===== config.mk =====
export PLATFORM = sky130hd
export DESIGN_NAME = pipe_adder
export DESIGN_NICKNAME = d
export VERILOG_FILES = /design/src/rtl/pipe_adder_pkg.sv /design/src/rtl/pipe_adder_seg.sv /design/src/rtl/pipe_adder.sv
export SDC_FILE = /design/constraint.sdc
export NUM_CORES = 1
export LEC_CHECK = 0
export CAP_MARGIN = 25
export CORE_MARGIN = 4
export CORE_UTILIZATION = 45
export CTS_BUF_LIST = sky130_fd_sc_hd__clkbuf_8
export CTS_CLUSTER_DIAMETER = 40
export DETAILED_ROUTE_END_ITERATION = 16
export DONT_BUFFER_PORTS = 1
export GPL_TIMING_DRIVEN = 0
export HOLD_SLACK_MARGIN = 0.02
export PLACE_DENSITY_LB_ADDON = 0.05
export SLEW_MARGIN = 40
export SYNTH_ARGS = -nofsm -noshare
export SYNTH_HDL_FRONTEND = slang
export SYNTH_HIERARCHICAL = 1
export SYNTH_SLANG_ARGS = --single-unit

===== constraint.sdc =====
create_clock -name clk -period 3 [get_ports clk]
set_input_delay 0.3 -clock clk [delete_from_list [all_inputs] [get_ports clk]]
set_output_delay 0.3 -clock clk [all_outputs]
set_load 0.1 [all_outputs]

===== src/rtl/pipe_adder_pkg.sv =====
// Shared widths and the flag bundle for the pipelined execute adder.
package pipe_adder_pkg;

  localparam int unsigned REG_BUS   = 64;
  localparam int unsigned DEF_SEG   = 16;
  localparam int unsigned DEF_TAG_W = 5;

  // Field order matches the single-cycle adder so the ALU flag mux is unchanged.
  typedef struct packed {
    logic overflow;
    logic sign;
    logic carry;
    logic zero;
  } add_flags_t;

endpackage


===== src/rtl/pipe_adder_seg.sv =====
// One SEG-bit slice of the carry chain: sum, carry-out and carry into the MSB.
module adder_seg
  import pipe_adder_pkg::*;
#(
  parameter int unsigned SEG = DEF_SEG
) (
  input  logic [SEG-1:0] a,
  input  logic [SEG-1:0] b,
  input  logic           ci,
  output logic [SEG-1:0] sum_c,
  output logic           co_c,
  output logic           cm_c
);

  logic [SEG:0] full;

  // Plain add; the carry into the MSB falls out of a ^ b ^ s at that bit.
  always_comb begin
    full  = {1'b0, a} + {1'b0, b} + (SEG+1)'(ci);
    sum_c = full[SEG-1:0];
    co_c  = full[SEG];
    cm_c  = a[SEG-1] ^ b[SEG-1] ^ full[SEG-1];
  end

endmodule


===== src/rtl/pipe_adder.sv =====
// Pipelined add/sub with word mode: one SEG-bit carry segment per register stage.
module pipe_adder
  import pipe_adder_pkg::*;
#(
  parameter int unsigned WIDTH = REG_BUS,
  parameter int unsigned SEG   = DEF_SEG,
  parameter int unsigned TAG_W = DEF_TAG_W
) (
  input  logic             clk,
  input  logic             rst_n,
  input  logic             flush,
  input  logic             in_valid,
  output logic             in_ready,
  input  logic [WIDTH-1:0] in_op1,
  input  logic [WIDTH-1:0] in_op2,
  input  logic             in_sub,
  input  logic             in_word,
  input  logic [TAG_W-1:0] in_tag,
  output logic             out_valid,
  input  logic             out_ready,
  output logic [WIDTH-1:0] out_result,
  output logic             out_overflow,
  output logic             out_sign,
  output logic             out_carry,
  output logic             out_zero,
  output logic [TAG_W-1:0] out_tag
);

  localparam int unsigned NSTAGE = WIDTH / SEG;
  localparam int unsigned HALF   = WIDTH / 2;
  localparam int unsigned WSEG   = HALF / SEG - 1;  // segment that produces c_H
  localparam int unsigned MID    = NSTAGE - 1;      // stages before the output stage

  logic adv;

  // Per-stage inputs: stage 0 sees the request, stage k sees stage k-1 registers.
  logic [WIDTH-1:0] src_a    [NSTAGE];
  logic [WIDTH-1:0] src_b    [NSTAGE];
  logic [WIDTH-1:0] src_s    [NSTAGE];
  logic             src_ci   [NSTAGE];
  logic             src_vld  [NSTAGE];
  logic             src_sub  [NSTAGE];
  logic             src_word [NSTAGE];
  logic             src_wov  [NSTAGE];
  logic             src_wcy  [NSTAGE];
  logic [TAG_W-1:0] src_tag  [NSTAGE];

  logic [SEG-1:0]   seg_s    [NSTAGE];
  logic             seg_co   [NSTAGE];
  logic             seg_cm   [NSTAGE];

  // Intermediate stage registers.
  logic             vld_q  [MID], vld_d  [MID];
  logic [WIDTH-1:0] a_q    [MID], a_d    [MID];
  logic [WIDTH-1:0] b_q    [MID], b_d    [MID];
  logic [WIDTH-1:0] s_q    [MID], s_d    [MID];
  logic             c_q    [MID], c_d    [MID];
  logic             sub_q  [MID], sub_d  [MID];
  logic             word_q [MID], word_d [MID];
  logic             wov_q  [MID], wov_d  [MID];
  logic             wcy_q  [MID], wcy_d  [MID];
  logic [TAG_W-1:0] tag_q  [MID], tag_d  [MID];

  // Output stage registers.
  logic             ovld_q, ovld_d;
  logic [WIDTH-1:0] res_q,  res_d;
  add_flags_t       flg_q,  flg_d;
  logic [TAG_W-1:0] otag_q, otag_d;
  logic [WIDTH-1:0] fin_sum;

  assign adv          = ~ovld_q | out_ready;
  assign in_ready     = adv;
  assign out_valid    = ovld_q;
  assign out_result   = res_q;
  assign out_overflow = flg_q.overflow;
  assign out_sign     = flg_q.sign;
  assign out_carry    = flg_q.carry;
  assign out_zero     = flg_q.zero;
  assign out_tag      = otag_q;

  // Route request / previous-stage registers into each stage's adder.
  always_comb begin
    src_a[0]    = in_op1;
    src_b[0]    = in_sub ? ~in_op2 : in_op2;
    src_s[0]    = '0;
    src_ci[0]   = in_sub;
    src_vld[0]  = in_valid;
    src_sub[0]  = in_sub;
    src_word[0] = in_word;
    src_wov[0]  = 1'b0;
    src_wcy[0]  = 1'b0;
    src_tag[0]  = in_tag;
    for (int unsigned k = 1; k < NSTAGE; k++) begin
      src_a[k]    = a_q[k-1];
      src_b[k]    = b_q[k-1];
      src_s[k]    = s_q[k-1];
      src_ci[k]   = c_q[k-1];
      src_vld[k]  = vld_q[k-1];
      src_sub[k]  = sub_q[k-1];
      src_word[k] = word_q[k-1];
      src_wov[k]  = wov_q[k-1];
      src_wcy[k]  = wcy_q[k-1];
      src_tag[k]  = tag_q[k-1];
    end
  end

  for (genvar k = 0; k < NSTAGE; k++) begin : g_seg
    adder_seg #(.SEG(SEG)) u_seg (
      .a     (src_a[k][k*SEG +: SEG]),
      .b     (src_b[k][k*SEG +: SEG]),
      .ci    (src_ci[k]),
      .sum_c (seg_s[k]),
      .co_c  (seg_co[k]),
      .cm_c  (seg_cm[k])
    );
  end

  // Next state: hold on stall, shift on advance, flush drops every valid bit.
  always_comb begin
    fin_sum = '0;
    for (int unsigned k = 0; k < MID; k++) begin
      vld_d[k]  = vld_q[k];
      a_d[k]    = a_q[k];
      b_d[k]    = b_q[k];
      s_d[k]    = s_q[k];
      c_d[k]    = c_q[k];
      sub_d[k]  = sub_q[k];
      word_d[k] = word_q[k];
      wov_d[k]  = wov_q[k];
      wcy_d[k]  = wcy_q[k];
      tag_d[k]  = tag_q[k];
    end
    ovld_d = ovld_q;
    res_d  = res_q;
    flg_d  = flg_q;
    otag_d = otag_q;

    if (adv) begin
      for (int unsigned k = 0; k < MID; k++) begin
        vld_d[k]             = src_vld[k];
        a_d[k]               = src_a[k];
        b_d[k]               = src_b[k];
        s_d[k]               = src_s[k];
        s_d[k][k*SEG +: SEG] = seg_s[k];
        c_d[k]               = seg_co[k];
        sub_d[k]             = src_sub[k];
        word_d[k]            = src_word[k];
        tag_d[k]             = src_tag[k];
        // Word-mode flags are captured where the low half's carry chain ends.
        wov_d[k] = (k == WSEG) ? (seg_co[k] ^ seg_cm[k]) : src_wov[k];
        wcy_d[k] = (k == WSEG) ? (seg_co[k] ^ src_sub[k]) : src_wcy[k];
      end

      fin_sum                  = src_s[MID];
      fin_sum[MID*SEG +: SEG]  = seg_s[MID];
      ovld_d                   = src_vld[MID];
      otag_d                   = src_tag[MID];
      if (src_word[MID]) begin
        res_d          = {{HALF{fin_sum[HALF-1]}}, fin_sum[HALF-1:0]};
        flg_d.overflow = src_wov[MID];
        flg_d.carry    = src_wcy[MID];
      end else begin
        res_d          = fin_sum;
        flg_d.overflow = seg_co[MID] ^ seg_cm[MID];
        flg_d.carry    = seg_co[MID] ^ src_sub[MID];
      end
      flg_d.sign = res_d[WIDTH-1];
      flg_d.zero = ~|res_d;
    end

    if (flush) begin
      for (int unsigned k = 0; k < MID; k++) vld_d[k] = 1'b0;
      ovld_d = 1'b0;
    end
  end

  // Stage registers; reset clears valids and the visible output bundle.
  always_ff @(posedge clk) begin
    if (!rst_n) begin
      for (int unsigned k = 0; k < MID; k++) begin
        vld_q[k]  <= 1'b0;
        a_q[k]    <= '0;
        b_q[k]    <= '0;
        s_q[k]    <= '0;
        c_q[k]    <= 1'b0;
        sub_q[k]  <= 1'b0;
        word_q[k] <= 1'b0;
        wov_q[k]  <= 1'b0;
        wcy_q[k]  <= 1'b0;
        tag_q[k]  <= '0;
      end
      ovld_q <= 1'b0;
      res_q  <= '0;
      flg_q  <= '0;
      otag_q <= '0;
    end else begin
      for (int unsigned k = 0; k < MID; k++) begin
        vld_q[k]  <= vld_d[k];
        a_q[k]    <= a_d[k];
        b_q[k]    <= b_d[k];
        s_q[k]    <= s_d[k];
        c_q[k]    <= c_d[k];
        sub_q[k]  <= sub_d[k];
        word_q[k] <= word_d[k];
        wov_q[k]  <= wov_d[k];
        wcy_q[k]  <= wcy_d[k];
        tag_q[k]  <= tag_d[k];
      end
      ovld_q <= ovld_d;
      res_q  <= res_d;
      flg_q  <= flg_d;
      otag_q <= otag_d;
    end
  end

endmodule


# --- After elaboration in Yosys (flattened, before gate mapping) ---
# Memory sizes are Yosys's and may differ from the RTL's.
# Cells that the tools add are included.
totals:
  latch_bits: 0
  inputBits: 140
  ram_bits: 609
  register_bits: 74
  mem_count: 10
  elab_cells: 120
  mem_bits_ro: 0
  output_inout_bits: 75
memory_table:
  columns: ["memory", "depth", "word_bits", "read_ports", "rd_ports_with_merged_regs", "write_ports", "line_no", "rtl"]
  rows:
  - ["a_q", 3, 64, 3, 0, 3, "pipe_adder.sv:54", "logic [WIDTH-1:0] a_q [MID], a_d [MID];"]
  - ["b_q", 3, 64, 3, 0, 3, "pipe_adder.sv:55", "logic [WIDTH-1:0] b_q [MID], b_d [MID];"]
  - ["s_q", 3, 64, 3, 0, 3, "pipe_adder.sv:56", "logic [WIDTH-1:0] s_q [MID], s_d [MID];"]
  - ["tag_q", 3, 5, 3, 0, 3, "pipe_adder.sv:62", "logic [TAG_W-1:0] tag_q [MID], tag_d [MID];"]
  - ["c_q", 3, 1, 3, 0, 3, "pipe_adder.sv:57", "logic c_q [MID], c_d [MID];"]
  - ["sub_q", 3, 1, 3, 0, 3, "pipe_adder.sv:58", "logic sub_q [MID], sub_d [MID];"]
  - ["+4 memories", null, null, null, null, null, null, null]
classes:
  order_cmp: 0
  shifts: 0
  mux: 48
  div_mod_pow: 0
  add_sub_neg: 8
  reduce_logical: 4
  bitwise_logic: 42
  multipliers: 0
  n_eq_ne: 1
ops:
  columns: ["cell", "count"]
  rows:
  - ["$mux W64", 12]
  - ["$mux W192", 3]
  - ["$add A16 B16 Y17", 4]
  - ["$add A17 B1 Y17", 4]
  - ["$not A64 Y64", 1]
  - ["$reduce_or A64 Y1", 1]
  - ["$or A1 B1 Y1", 31]
  - ["$mux W1", 22]
  - ["$mux W3", 7]
  - ["$mux W15", 1]
  - ["$mux W5", 3]
  - ["$xor A1 B1 Y1", 8]
  - ["$not A1 Y1", 2]
  - ["$reduce_and A2 Y1", 1]
  - ["$reduce_or A2 Y1", 1]
  - ["$logic_not A1 Y1", 1]
  - ["$ne A1 B1 Y1 const B", 1]

# --- Longest topological paths before layout ---
# An unclocked memory read counts as a cell.
depth:
  ltp_word: 7
  ltp_mapped: 13
  mapped_depth_nobuf: 11

# --- Hierarchy ---
# The synthesis kept the hierarchy.
by_module_without_submodules:
  columns: ["module", "seq_area_each_um2", "cells_each", "area_per_inst_um2", "instances"]
  rows:
  - ["pipe_adder", 7887.6, 1752, 15118.2, 1]
  - ["adder_seg at g_seg[0].u_seg ...", 0.0, 101, 859.6, 3]
  - ["adder_seg at g_seg[3].u_seg", 0.0, 97, 765.7, 1]

# --- Worst setup path after synthesis ---
# Ideal clock, no wire load.
synth_timing:
  path_kind: "reg-to-reg"
  startpoint: "memory a_q[0][176] (netlist name)"
  endpoint: "register flg_q, in the netlist out_zero"
  required_ns: 2.904
  slack_ns: -0.019
  stages_incl_launch_ff: 11
  arrival_ns: 2.923
  setup_ns: 0.096
  n_path_buf: 0
  cell_sequence: "dfxtp_1 -> fa_1 -> fa_1 -> a21o_1 -> a221oi_2 -> o21ai_1 -> a311oi_2 -> xnor2_1 -> o41ai_1 -> nand3_1 -> o41ai_2"
synth_lines:
  columns: ["item", "line_no", "rtl"]
  rows:
  - ["from (decl)", "pipe_adder.sv:54", null]
  - ["to (signal assigned)", "pipe_adder.sv:211", "flg_q <= flg_d;"]
  - ["to (decl)", "pipe_adder.sv:67", "add_flags_t flg_q, flg_d;"]

==> results.tsv <==
stage	metric	value	unit
run_status	status	finished with violations	
run_status	failing checks	negative setup slack	
finish	share of post-route cells with drive strength above 1	0.129	
sta	Setup TNS Final	-0.208	ns
finish	layout overhead on the synthesized area	19.3	%
placement	post-DP HPWL	39900	um
power_and_ir_drop	switching share of total power	0.273	
sta	fin crit share	1.07	
logic_synthesis	synthesized area	0.0185	mm^2
logic_synthesis	async set-reset flop share out of synthesis	0	
setup_path	critical path class	register to register	
power_and_ir_drop	cell area power density	608	mW/mm^2
logic_synthesis	post-synthesis average cell area	8.58	um^2
sta	Final Max Slew Viols	0	
routing	WL/cell	18.2	um
sta	Setup Skew	0.0329	ns
routing	Via Count	15300	
floorplan	initial core utilization	0.459	
power_and_ir_drop	Static Leak	9.17	nW
routing	Final ANT Viol Nets	0	
floorplan	height of the die	211	um
power_and_ir_drop	Comb power frac	0.116	
placement	port bufs	0	
floorplan	I/O Pins	215	
grt	first-pass GRT wire length	82600	um
setup_path	critical-path cell list	fa_2, fa_2, a21o_1, a221oi_4, o21ai_2, a21boi_1, xnor2_1, nor4_2, and4_1, a31oi_1, o41ai_2	
setup_path	Setup crit end kind	register	
logic_synthesis	flops & latches, synth	392	
sta	Final Hold Fails	0	
power_and_ir_drop	switching pwr	0.00366	W
logic_synthesis	ys flop type	dfxtp_1	
sta	RSZ-0062 raised after global routing	yes	
flow_run	max_cap viols	0	
grt	GR Util All Layers	0.234	
cts	clk buf depth	3	
power_and_ir_drop	Peak VDD IR	0.316	mV
setup_path	Slowest-stage cell, CP	nor4_2	
setup_path	Largest delay share family, worst path	compound AO/OA/AOI/OAI gates	
logic_synthesis	post-synth cell types	69	
setup_path	CP Launch Type	register	
routing	drt first pass iters	5	
logic_synthesis	Synth Warn #	6	
power_and_ir_drop	P_int	0.00974	W
finish	Final #Nets	2544	
routing	Vias/cell	5.23	
setup_path	slowest stage delay, CP	0.44	ns
sta	setup ws final	-0.208	ns
setup_path	Max Fanout on Critical Path	3	
sta	Fmax	312	MHz
cts	CTS Buf Count	75	
finish	commonest non-fill, non-tap cell in the layout	nand2_1	
grt	initial antenna violation count	3	
logic_synthesis	EDFF count, synth	4	
finish	fill count	3901	
sta	actual slew at the worst max-slew pin	0.789	ns
routing	1st-iter DRT viols	817	
power_and_ir_drop	clock share of power	0.434	
logic_synthesis	Cells after Synth	2152	
routing	DR DRC count	0	
finish	area of the multi-input gates	0.00990	mm^2
finish	register area	0.00798	mm^2
routing	drt total wl	53100	um
setup_path	critical path required time	3.52	ns
floorplan	Core ar.	0.0402	mm^2
grt	total congestion overflow	0	
finish	most frequent cells in the layout	nand2_1 (697), dfxtp_1 (314), a21boi_1 (304)	
setup_path	worst path buffer plus inverter count	0	
floorplan	Core Rows	73	
cts	H-tree Lvls	3	
grt	largest net degree at the start of global routing	11	
finish	Non-Filler Instances	2922	
floorplan	Die Width	211	um
sta	final setup fails	1	
logic_synthesis	syn nets	2360	
floorplan	DIE AREA	0.0443	mm^2
setup_path	CP arrival	3.73	ns
cts	Worst-path clk slew	0.06	ns
worst_hold_path	Hold Path Class	input port to register	
sta	Min Clock Period, post-route	3.21	ns
logic_synthesis	register area share after synthesis	0.427	
cts	CTS tree	yes	
grt	vias in the first global route	14900	
sta	hold_ws	0.0774	ns
cts	CTS Sinks	392	
setup_path	CP dominant cell by count	fa_2	
cts	Root Driver	clkbuf_8	
cts	clk_lat worst skew	0.63	ns
power_and_ir_drop	Reg power frac	0.451	
sta	Max-slew headroom	0.474	
placement	routability congestion estimate	0.861	
placement	cell total after placement	2677	
power by group through the flow:
stage | clock [W] | combinational (W) | sequential, W
3_3_place_gp | 0 | 0.00141 | 0.00614
4_1_cts | 0.00594 | 0.00155 | 0.00604
3_5_place_dp | 0 | 0.00142 | 0.00615
6_report | 0.00581 | 0.00155 | 0.00604
5_1_grt | 0.00618 | 0.00172 | 0.00608
2_1_floorplan | 0 | 0.00111 | 0.00606
logic make-up (layout without fill, tap and decap cells):
logic type,count (synthesis),in the layout,synth area share
compound gates,586,586,0.246
simple gates,819,819,0.181
fa+ha+maj,68,68,0.0493
flops,392,392,0.427
mux,1,1,0.000542
xor+xnor,118,118,0.0560
buf+inv,168,411,0.0398
other cells,0,2,0
cell usage after synthesis, drive strengths merged (3+ instances only):
cell,n,share of area
nand4,12,0.0041
a21o,18,0.0077
and2,8,0.0027
dfxtp,388,0.42
inv,10,0.0020
a41oi,4,0.0031
o21a,6,0.0024
a211oi,8,0.0043
nand2b,32,0.011
o41ai,5,0.0058
o211a,48,0.026
or2,3,0.0010
nor4,13,0.0047
o22ai,4,0.0014
a211o,3,0.0014
xnor2,80,0.038
fa,8,0.0087
o21ai,67,0.021
nand3,13,0.0043
o211ai,7,0.0037
nor2,25,0.0051
buf,55,0.016
a31oi,7,0.0058
and3,5,0.0017
ha,60,0.041
nand2,697,0.14
o221ai,3,0.0014
o21bai,4,0.0041
clkbuf,102,0.021
a21boi,307,0.13
a21oi,87,0.027
edfxtp,4,0.0065
a32oi,3,0.0014
xor2,38,0.018
registers in the layout, summed over array words and instances (netlist names), 2 cells and up:
signal      count
out_tag         5
b_q            96
wcy_q           2
s_q            96
tag_q          15
c_q             3
word_q          3
sub_q           3
out_result     64
a_q            96
wov_q           2
vld_q           3
worst min-delay path: stages:
cell and delay (ns):
fa_1 0.16, nand2_1 0.06, a21boi_1 0.13
through the flow:
| stage | power [W] | cell area [um^2] | setup WS (ns) | utilization |
|---|---|---|---|---|
| floorplan | 0.00717 | 18500 | 0.0548 | - |
| global placement | 0.00754 | 19100 | -0.444 | 0.476 |
| detailed placement | 0.00757 | 19200 | -0.485 | 0.478 |
| CTS | 0.0135 | 22000 | -0.124 | 0.548 |
| global route | 0.0140 | 22000 | -0.302 | 0.548 |
| finish | 0.0134 | 22000 | -0.208 | 0.548 |
per-layer routing:
metal	routed length, um	GRT usage	vias to the layer above
li1	-	-	7648
met1	24300	0.318	7171
met2	23500	0.364	352
met3	3440	0.0573	102
met4	1860	0.0847	0
met5	0	0	-
final timing paths:
| kind | startpoint | end | slack [ns] | cells after the start |
|---|---|---|---|---|
| worst max-delay path | c_q[0][2] | out_zero | -0.21 | 11 |
| worst max register to register | c_q[0][2] | out_zero | -0.21 | 11 |
| worst min-delay path | in_op1[1] | s_q[0][1] | 0.08 | 3 |
| worst min register to register | s_q[0][73] | s_q[0][73] | 0.45 | 2 |
area by class of cell:
type / count / share of cell area
timing repair buffer: 107 / 0.0484
clock buffer: 91 / 0.0569
clock inverter: 45 / 0.0194
tap: 525 / 0.0298
antenna: 2 / 0.000227
inverter: 10 / 0.00170
buffer: 158 / 0.0320
multi-input combinational: 1592 / 0.449
sequential: 392 / 0.362
what timing repair did:
item                                    4_1_cts  5_1_grt
hold buffers                                105        0
endpoints found under the setup margin        5        3
endpoints found under the hold margin       106        0
buffers inserted                              2        0
pin swaps                                     9        1
gates resized for setup                      10        4
No activity file was read; power rests on OpenSTA's default activity.
